**src/rtl/exec_core_if.sv**
```systemverilog
// exec_core_if: operation, external register load and result signals of exec_core.
// The core takes the slave modport; the driver of operations takes master.
interface exec_core_if #(
    parameter int DATA_W   = 32,
    parameter int NUM_REGS = 16
);
    localparam int AW = $clog2(NUM_REGS);
    logic              op_valid;
    logic              op_ready;
    logic [3:0]        op_code;
    logic [AW-1:0]     rs1;
    logic [AW-1:0]     rs2;
    logic [AW-1:0]     rd;
    logic              ext_we;
    logic [AW-1:0]     ext_waddr;
    logic [DATA_W-1:0] ext_wdata;
    logic              res_valid;
    logic [DATA_W-1:0] res_data;
    logic [AW-1:0]     res_rd;
    logic              res_zero;
    logic              busy;
    modport master (
        output op_valid, op_code, rs1, rs2, rd, ext_we, ext_waddr, ext_wdata,
        input  op_ready, res_valid, res_data, res_rd, res_zero, busy
    );
    modport slave (
        input  op_valid, op_code, rs1, rs2, rd, ext_we, ext_waddr, ext_wdata,
        output op_ready, res_valid, res_data, res_rd, res_zero, busy
    );
endinterface

```
**src/rtl/exec_core.sv**
```systemverilog
// exec_core: register file plus single-cycle ALU with registered result and zero flag.
// Define EXEC_CORE_MUL_EN to make opcode B an iterative shift-add multiply.
module exec_core #(
    parameter int DATA_W   = 32,
    parameter int NUM_REGS = 16
) (
    input logic         clk,
    input logic         reset,
    exec_core_if.slave  bus
);
    localparam int AW = $clog2(NUM_REGS);
    localparam logic [DATA_W-1:0] DW = DATA_W'(DATA_W);
    logic [DATA_W-1:0] regFile [NUM_REGS];
    logic              rstDone;
    logic              fire;
    logic              wbWe;
    logic [AW-1:0]     wbAddr;
    logic [DATA_W-1:0] wbData;
    logic [DATA_W-1:0] opA, opB, shamt, aluOut;
    // An external load landing at this edge is bypassed into the operands.
    assign opA = (bus.ext_we && bus.ext_waddr == bus.rs1 && bus.rs1 != '0) ? bus.ext_wdata : regFile[bus.rs1];
    assign opB = (bus.ext_we && bus.ext_waddr == bus.rs2 && bus.rs2 != '0) ? bus.ext_wdata : regFile[bus.rs2];
    assign shamt = opB % DW;
    assign fire = bus.op_valid && bus.op_ready;
    always_comb begin
        aluOut = '0;
        case (bus.op_code)
            4'h0: aluOut = opA + opB;
            4'h1: aluOut = opA - opB;
            4'h2: aluOut = opA & opB;
            4'h3: aluOut = opA | opB;
            4'h4: aluOut = opA ^ opB;
            4'h5: aluOut = opA << shamt;
            4'h6: aluOut = opA >> shamt;
            4'h7: aluOut = $signed(opA) >>> shamt;
            4'h8: aluOut = DATA_W'($signed(opA) < $signed(opB));
            4'h9: aluOut = DATA_W'(opA < opB);
            4'hA: aluOut = opA;
            default: aluOut = '0;
        endcase
    end
`ifdef EXEC_CORE_MUL_EN
    localparam int CW = $clog2(DATA_W);
    typedef enum logic {IDLE, MUL} coreState;
    coreState          state, stateNext;
    logic [CW-1:0]     mulCnt;
    logic [AW-1:0]     mulRd;
    logic [DATA_W-1:0] mulAcc, mulCand, mulPlier, mulSum;
    logic              mulStart, mulDone;
    assign mulStart = fire && bus.op_code == 4'hB;
    assign mulDone  = state == MUL && mulCnt == CW'(DATA_W - 1);
    assign mulSum   = mulAcc + (mulPlier[0] ? mulCand : '0);
    always_ff @(posedge clk or negedge reset)
        if (!reset) state <= IDLE;
        else state <= stateNext;
    always_comb begin
        stateNext    = mulStart ? MUL : mulDone ? IDLE : state;
        bus.op_ready = rstDone && state == IDLE;
        bus.busy     = state == MUL;
    end
    always_ff @(posedge clk or negedge reset)
        if (!reset) begin
            mulCnt   <= '0;
            mulRd    <= '0;
            mulAcc   <= '0;
            mulCand  <= '0;
            mulPlier <= '0;
        end else if (mulStart) begin
            mulCnt   <= '0;
            mulRd    <= bus.rd;
            mulAcc   <= '0;
            mulCand  <= opA;
            mulPlier <= opB;
        end else if (state == MUL) begin
            mulCnt   <= mulCnt + 1'b1;
            mulAcc   <= mulSum;
            mulCand  <= mulCand << 1;
            mulPlier <= mulPlier >> 1;
        end
    assign wbWe   = (fire && !mulStart) || mulDone;
    assign wbAddr = mulDone ? mulRd : bus.rd;
    assign wbData = mulDone ? mulSum : aluOut;
`else
    assign bus.op_ready = rstDone;
    assign bus.busy     = 1'b0;
    assign wbWe         = fire;
    assign wbAddr       = bus.rd;
    assign wbData       = aluOut;
`endif
    // Register 0 is never written, so it keeps reading zero.
    always_ff @(posedge clk or negedge reset)
        if (!reset) begin
            for (int i = 0; i < NUM_REGS; i++) regFile[i] <= '0;
            rstDone       <= 1'b0;
            bus.res_valid <= 1'b0;
            bus.res_data  <= '0;
            bus.res_rd    <= '0;
            bus.res_zero  <= 1'b0;
        end else begin
            rstDone       <= 1'b1;
            bus.res_valid <= wbWe;
            for (int i = 1; i < NUM_REGS; i++)
                if (wbWe && wbAddr == AW'(i)) regFile[i] <= wbData;
                else if (bus.ext_we && bus.ext_waddr == AW'(i)) regFile[i] <= bus.ext_wdata;
            if (wbWe) begin
                bus.res_data <= wbData;
                bus.res_rd   <= wbAddr;
                bus.res_zero <= wbData == '0;
            end
        end
endmodule

```
**src/flat_wrapper.sv**
```systemverilog
// flat-port wrapper written by rule: the top's interface ports become plain ports
module exec_core_flat 
#(
    parameter int DATA_W   = 32,
    parameter int NUM_REGS = 16
)
  (clk, reset, bus_op_valid, bus_op_code, bus_rs1, bus_rs2, bus_rd, bus_ext_we, bus_ext_waddr, bus_ext_wdata, bus_op_ready, bus_res_valid, bus_res_data, bus_res_rd, bus_res_zero, bus_busy);
  exec_core_if #(.DATA_W(DATA_W), .NUM_REGS(NUM_REGS)) bus_i ();
  input logic clk;
  input logic reset;
  input wire logic [$bits(bus_i.op_valid)-1:0] bus_op_valid;
  input wire logic [$bits(bus_i.op_code)-1:0] bus_op_code;
  input wire logic [$bits(bus_i.rs1)-1:0] bus_rs1;
  input wire logic [$bits(bus_i.rs2)-1:0] bus_rs2;
  input wire logic [$bits(bus_i.rd)-1:0] bus_rd;
  input wire logic [$bits(bus_i.ext_we)-1:0] bus_ext_we;
  input wire logic [$bits(bus_i.ext_waddr)-1:0] bus_ext_waddr;
  input wire logic [$bits(bus_i.ext_wdata)-1:0] bus_ext_wdata;
  output wire logic [$bits(bus_i.op_ready)-1:0] bus_op_ready;
  output wire logic [$bits(bus_i.res_valid)-1:0] bus_res_valid;
  output wire logic [$bits(bus_i.res_data)-1:0] bus_res_data;
  output wire logic [$bits(bus_i.res_rd)-1:0] bus_res_rd;
  output wire logic [$bits(bus_i.res_zero)-1:0] bus_res_zero;
  output wire logic [$bits(bus_i.busy)-1:0] bus_busy;
  assign bus_i.op_valid = bus_op_valid;
  assign bus_i.op_code = bus_op_code;
  assign bus_i.rs1 = bus_rs1;
  assign bus_i.rs2 = bus_rs2;
  assign bus_i.rd = bus_rd;
  assign bus_i.ext_we = bus_ext_we;
  assign bus_i.ext_waddr = bus_ext_waddr;
  assign bus_i.ext_wdata = bus_ext_wdata;
  assign bus_op_ready = bus_i.op_ready;
  assign bus_res_valid = bus_i.res_valid;
  assign bus_res_data = bus_i.res_data;
  assign bus_res_rd = bus_i.res_rd;
  assign bus_res_zero = bus_i.res_zero;
  assign bus_busy = bus_i.busy;
  exec_core #(.DATA_W(DATA_W), .NUM_REGS(NUM_REGS)) u_core (.clk(clk), .reset(reset), .bus(bus_i));
endmodule
```
**config.mk**
```make
export PLATFORM = sky130hd
export DESIGN_NAME = exec_core_flat
export DESIGN_NICKNAME = d
export VERILOG_FILES = /design/src/rtl/exec_core_if.sv /design/src/rtl/exec_core.sv /design/src/flat_wrapper.sv
export SDC_FILE = /design/constraint.sdc
export NUM_CORES = 2
export LEC_CHECK = 0
export BUFFER_PORTS_ARGS = -buffer_cell sky130_fd_sc_hd__buf_4
export CELL_PAD_IN_SITES_DETAIL_PLACEMENT = 0
export CELL_PAD_IN_SITES_GLOBAL_PLACEMENT = 1
export CORE_MARGIN = 2
export CORE_UTILIZATION = 46
export DETAILED_ROUTE_END_ITERATION = 12
export MAX_ROUTING_LAYER = met4
export PLACE_DENSITY_LB_ADDON = 0.2
export SLEW_MARGIN = 30
export SYNTH_ARGS = -nofsm -noshare
export SYNTH_HDL_FRONTEND = slang
export SYNTH_SLANG_ARGS = --single-unit
```
**constraint.sdc**
```tcl
create_clock -name clk -period 4.9 [get_ports clk]
set_input_delay 0.49 -clock clk [delete_from_list [all_inputs] [get_ports clk]]
set_output_delay 0.49 -clock clk [all_outputs]
set_load 0.01 [all_outputs]
```
==> impl_metrics.env <==
export IMPL_period_needed_ns=4.981
export IMPL_area_added_between_synthesis_and_finish_pct=27.13
export IMPL_drt_drc_violations_left=0
export IMPL_worst_endpoint_arrival_ns=5.59
export IMPL_run_status="finished with violations"
export IMPL_mostFrequentLayoutCell="buf_4"
export IMPL_asyncSetResetFlopFracSynth_pct=100.0
export IMPL_multi_input_area_mm2=0.02762
export IMPL_detail_route_wl_per_cell_um=32.34
export IMPL_mean_instance_size_in_the_synthesized_netlist_um2=9.128
export IMPL_seq_area_mm2=0.01299
export IMPL_post_dp_cell_area_mm2=0.04968
export IMPL_initial_cell_density_of_the_core_pct=46.47
export IMPL_final_max_slew_viol_count=0
export IMPL_antenna_found_initial=11
export IMPL_critPathMaxFanout=3
export IMPL_post_layout_total_power_mw=27.56
export IMPL_power_density_mw_per_mm2=518.4
export IMPL_final_cells=6413
export IMPL_worstHoldPathType="input port to flip-flop"
export IMPL_cpLargestDelayFamily="compound AO/OA/AOI/OAI gates"
export IMPL_cts_htree_levels=2
export IMPL_synth_cell_type_count=101
export IMPL_route_final_wire_length_um=207400
export IMPL_slew_headroom_pct=27.53
export IMPL_num_nets_final=5335
export IMPL_chipHeight_um=305.5
export IMPL_timing_final_ws_setup_ns=-0.08128
export IMPL_routabilityCongestion=1.114
export IMPL_synthCells=4582
export IMPL_timing_critical_path_to_type="flip-flop"
export IMPL_route_antenna_remaining_nets=0
export IMPL_hold_worst_slack_ns=0.06782
export IMPL_crit_type="flip-flop to flip-flop"
export IMPL_routed_via_density=6.671
export IMPL_grt_overflow_total=0
export IMPL_synth_fp_nets=4741
export IMPL_fp_dieArea_mm2=0.09335
export IMPL_cts_root_to_sink_buffers=3
export IMPL_port_buffer_count=94
export IMPL_failed_checks="negative setup slack"
export IMPL_ys_ff_latch=519
export IMPL_drt_pass1_iterations=6
export IMPL_setup_tns_final_ns=-0.3794
export IMPL_period_share_pct=101.7
export IMPL_core_area_mm2=0.09001
export IMPL_cp_slowest_cell="or4_4"
export IMPL_critical_path_cell_count=19
export IMPL_drt_iter0_drc=5460
export IMPL_vias_in_the_first_global_route=41330
export IMPL_reg2reg_setup_slack_ns=-0.08
export IMPL_cts_root_buf="clkbuf_16"
export IMPL_cts_reportedPaths_clkPinSlew_ns=0.09
export IMPL_post_route_util_pct=59.07
export IMPL_critical_path_n_buffers_inverters=2
export IMPL_tritoncts="built"
export IMPL_rsz0062_at_grt="true"
export IMPL_ir_worst_vdd_mv=0.3779
export IMPL_crit_path_start_kind="flip-flop"
export IMPL_cellLeakagePower_nw=23.01
export IMPL_clock_sinks=519
export IMPL_die_x_um=305.5
export IMPL_worstRegToRegCells=19
export IMPL_stdcell_area_mm2=0.05317
export IMPL_finalSetupViolCount=11
export IMPL_maxClockFrequency_ghz=0.2008
export IMPL_worst_setup_path_endpoint="u_core.bus.res_zero"
export IMPL_crit_reg_reg_endpoint="u_core.bus.res_zero"
export IMPL_detailedPlacementHpwl_um=148000
export IMPL_cts_buffers_inserted=60
export IMPL_cpPeakStageDelay_ns=0.49
export IMPL_layout_filler_cells=7938
export IMPL_synth_enable_flop_cells=0
export IMPL_numPlacedInstances=6235
export IMPL_timing_max_cap_violations=0
export IMPL_most_frequent_cells_in_the_layout="889 x buf_4, 518 x dfrtp_1, 454 x nand2_1, 369 x o21ai_0, 353 x mux2i_1"
export IMPL_ios=96
export IMPL_timing_critical_path_cells="mux4_2 -> nor2b_4 -> a211oi_2 -> o31a_2 -> inv_2 -> ha_2 -> or2_2 -> o221ai_2 -> a21oi_2 -> buf_4 -> o31a_1 -> o211ai_1 -> o22a_1 -> a21oi_2 -> or4_4 -> nand4bb_4 -> nor4_4 -> nand4_1 -> o31ai_2"
export IMPL_hold_viol_final=0
export IMPL_dp_slack_ns=-1.238
export IMPL_cp_startpoint="u_core.regFile[99]"
export IMPL_ys_flop_type="dfrtp_1"
export IMPL_timing_worst_slew_pin_value_ns=1.085
export IMPL_grt_usage_pct=44.54
export IMPL_synth_yosys_warnings=32
export IMPL_synth_seq_area_share_pct=31.05
export IMPL_crit_top_cell="a21oi_2"
export IMPL_data_required_time_of_the_worst_path_ns=5.51
export IMPL_insertion_delay_ns=0.69
export IMPL_drive_above_1_share_pct=34.07
export IMPL_critical_path_reg2reg_startpoint="u_core.regFile[99]"
export IMPL_num_rows=110
export IMPL_post_synth_instance_area_mm2=0.04183
export IMPL_worst_clock_skew_ns=0.08654
export IMPL_route_vias_total=42780
export IMPL_maximum_number_of_pins_on_one_net_before_global_route_repair=149
export IMPL_grt_first_pass_wirelength_um=296200
-- layout make-up --
type,instances,share of cell area (%)
Multi-Input combinational cell,3496,51.94
Sequential cell,519,24.43
Timing Repair Buffer,994,16.16
Clock buffer,88,3.287
Tap cell,1176,2.767
Inverter,105,0.7506
Clock inverter,23,0.6071
Antenna cell,12,0.05647
-- cells by family (layout without fill, tap and decap cells) --
family,after synthesis,in the layout,share of synthesized area [%]
other cells,2,14,0.01796
mux,800,800,25.67
buf+inv,567,1210,5.696
compound gates,1409,1409,21.42
simple gates,1165,1165,12.61
fa+ha+maj,103,103,3.117
flops,519,519,31.05
xor+xnor,17,17,0.4098
-- routing by layer --
| metal | routed length, um | global-route usage (%) | share of wire (%) |
|---|---|---|---|
| met1 | 81740 | 57.87 | 39 |
| met2 | 89610 | 65.10 | 43 |
| met3 | 22040 | 9.131 | 11 |
| met4 | 14010 | 24.49 | 6.8 |
| met5 | 0 | - | 0 |
-- worst reg2reg max path, cell delays in order, from the launching register on --
cell       delay (ns)
dfrtp_1          0.41
mux4_2           0.47
nor2b_4          0.14
a211oi_2         0.21
o31a_2           0.31
inv_2            0.07
ha_2             0.18
or2_2            0.28
o221ai_2         0.20
a21oi_2          0.11
buf_4            0.16
o31a_1           0.33
o211ai_1         0.44
o22a_1           0.24
a21oi_2          0.07
or4_4            0.49
nand4bb_4        0.24
nor4_4           0.22
nand4_1          0.16
o31ai_2          0.19
-- cells in the mapped netlist, types with 54 or more instances --
library cell,instances,area [um^2]
mux2_2,241,2714
inv_1,92,345.3
mux2i_1,356,3563
o21ai_0,402,2012
o22ai_1,90,563.0
nand2_1,455,1708
nor2_1,342,1284
mux4_2,188,4234
ha_1,101,1264
dfrtp_1,519,12990
a211oi_1,168,1261
buf_2,61,305.3
clkbuf_1,319,1197
nor2b_1,163,1020
a21oi_1,359,1797
a221oi_1,54,473.0
-- how the worst min path moves through the flow --
stage / start / endpoint / slack, ns / cells after the start
after CTS: bus_rd[2] / u_core.bus.res_rd[2] / 0.04 / 3
after floorplan: reset / u_core.bus.op_ready / 0.19 / 0
after global placement: u_core.bus.res_rd[3] / u_core.bus.res_rd[3] / 0.46 / 2
after global routing: bus_rd[3] / u_core.bus.res_rd[3] / 0.08 / 3
after detailed placement: u_core.bus.res_data[7] / u_core.bus.res_data[7] / 0.47 / 2
final: bus_rd[2] / u_core.bus.res_rd[2] / 0.07 / 3
-- power by group --
| group | switching, mW | total (mW) | internal (mW) |
|---|---|---|---|
| Combinational | 8.52 | 15.9 | 7.35 |
| Sequential | 1.19 | 6.87 | 5.68 |
| Clock | 2.03 | 4.82 | 2.79 |
-- flip-flops by register name, summed over array words and instances, names as in the netlist --
signal,count
u_core.bus.op_ready,1
u_core.bus.res_rd,4
u_core.bus.res_data,32
u_core.bus.res_valid,1
u_core.regFile,480
u_core.bus.res_zero,1
-- timing repair --
item	CTS	global route
hold buffers	1	0
buffers inserted	17	31
cloned	0	8
pin swaps	41	47
endpoints found under the setup margin	213	300
gates resized for setup	69	117
hold endpoints to repair	51	0
(Power assumes the default switching activity.)
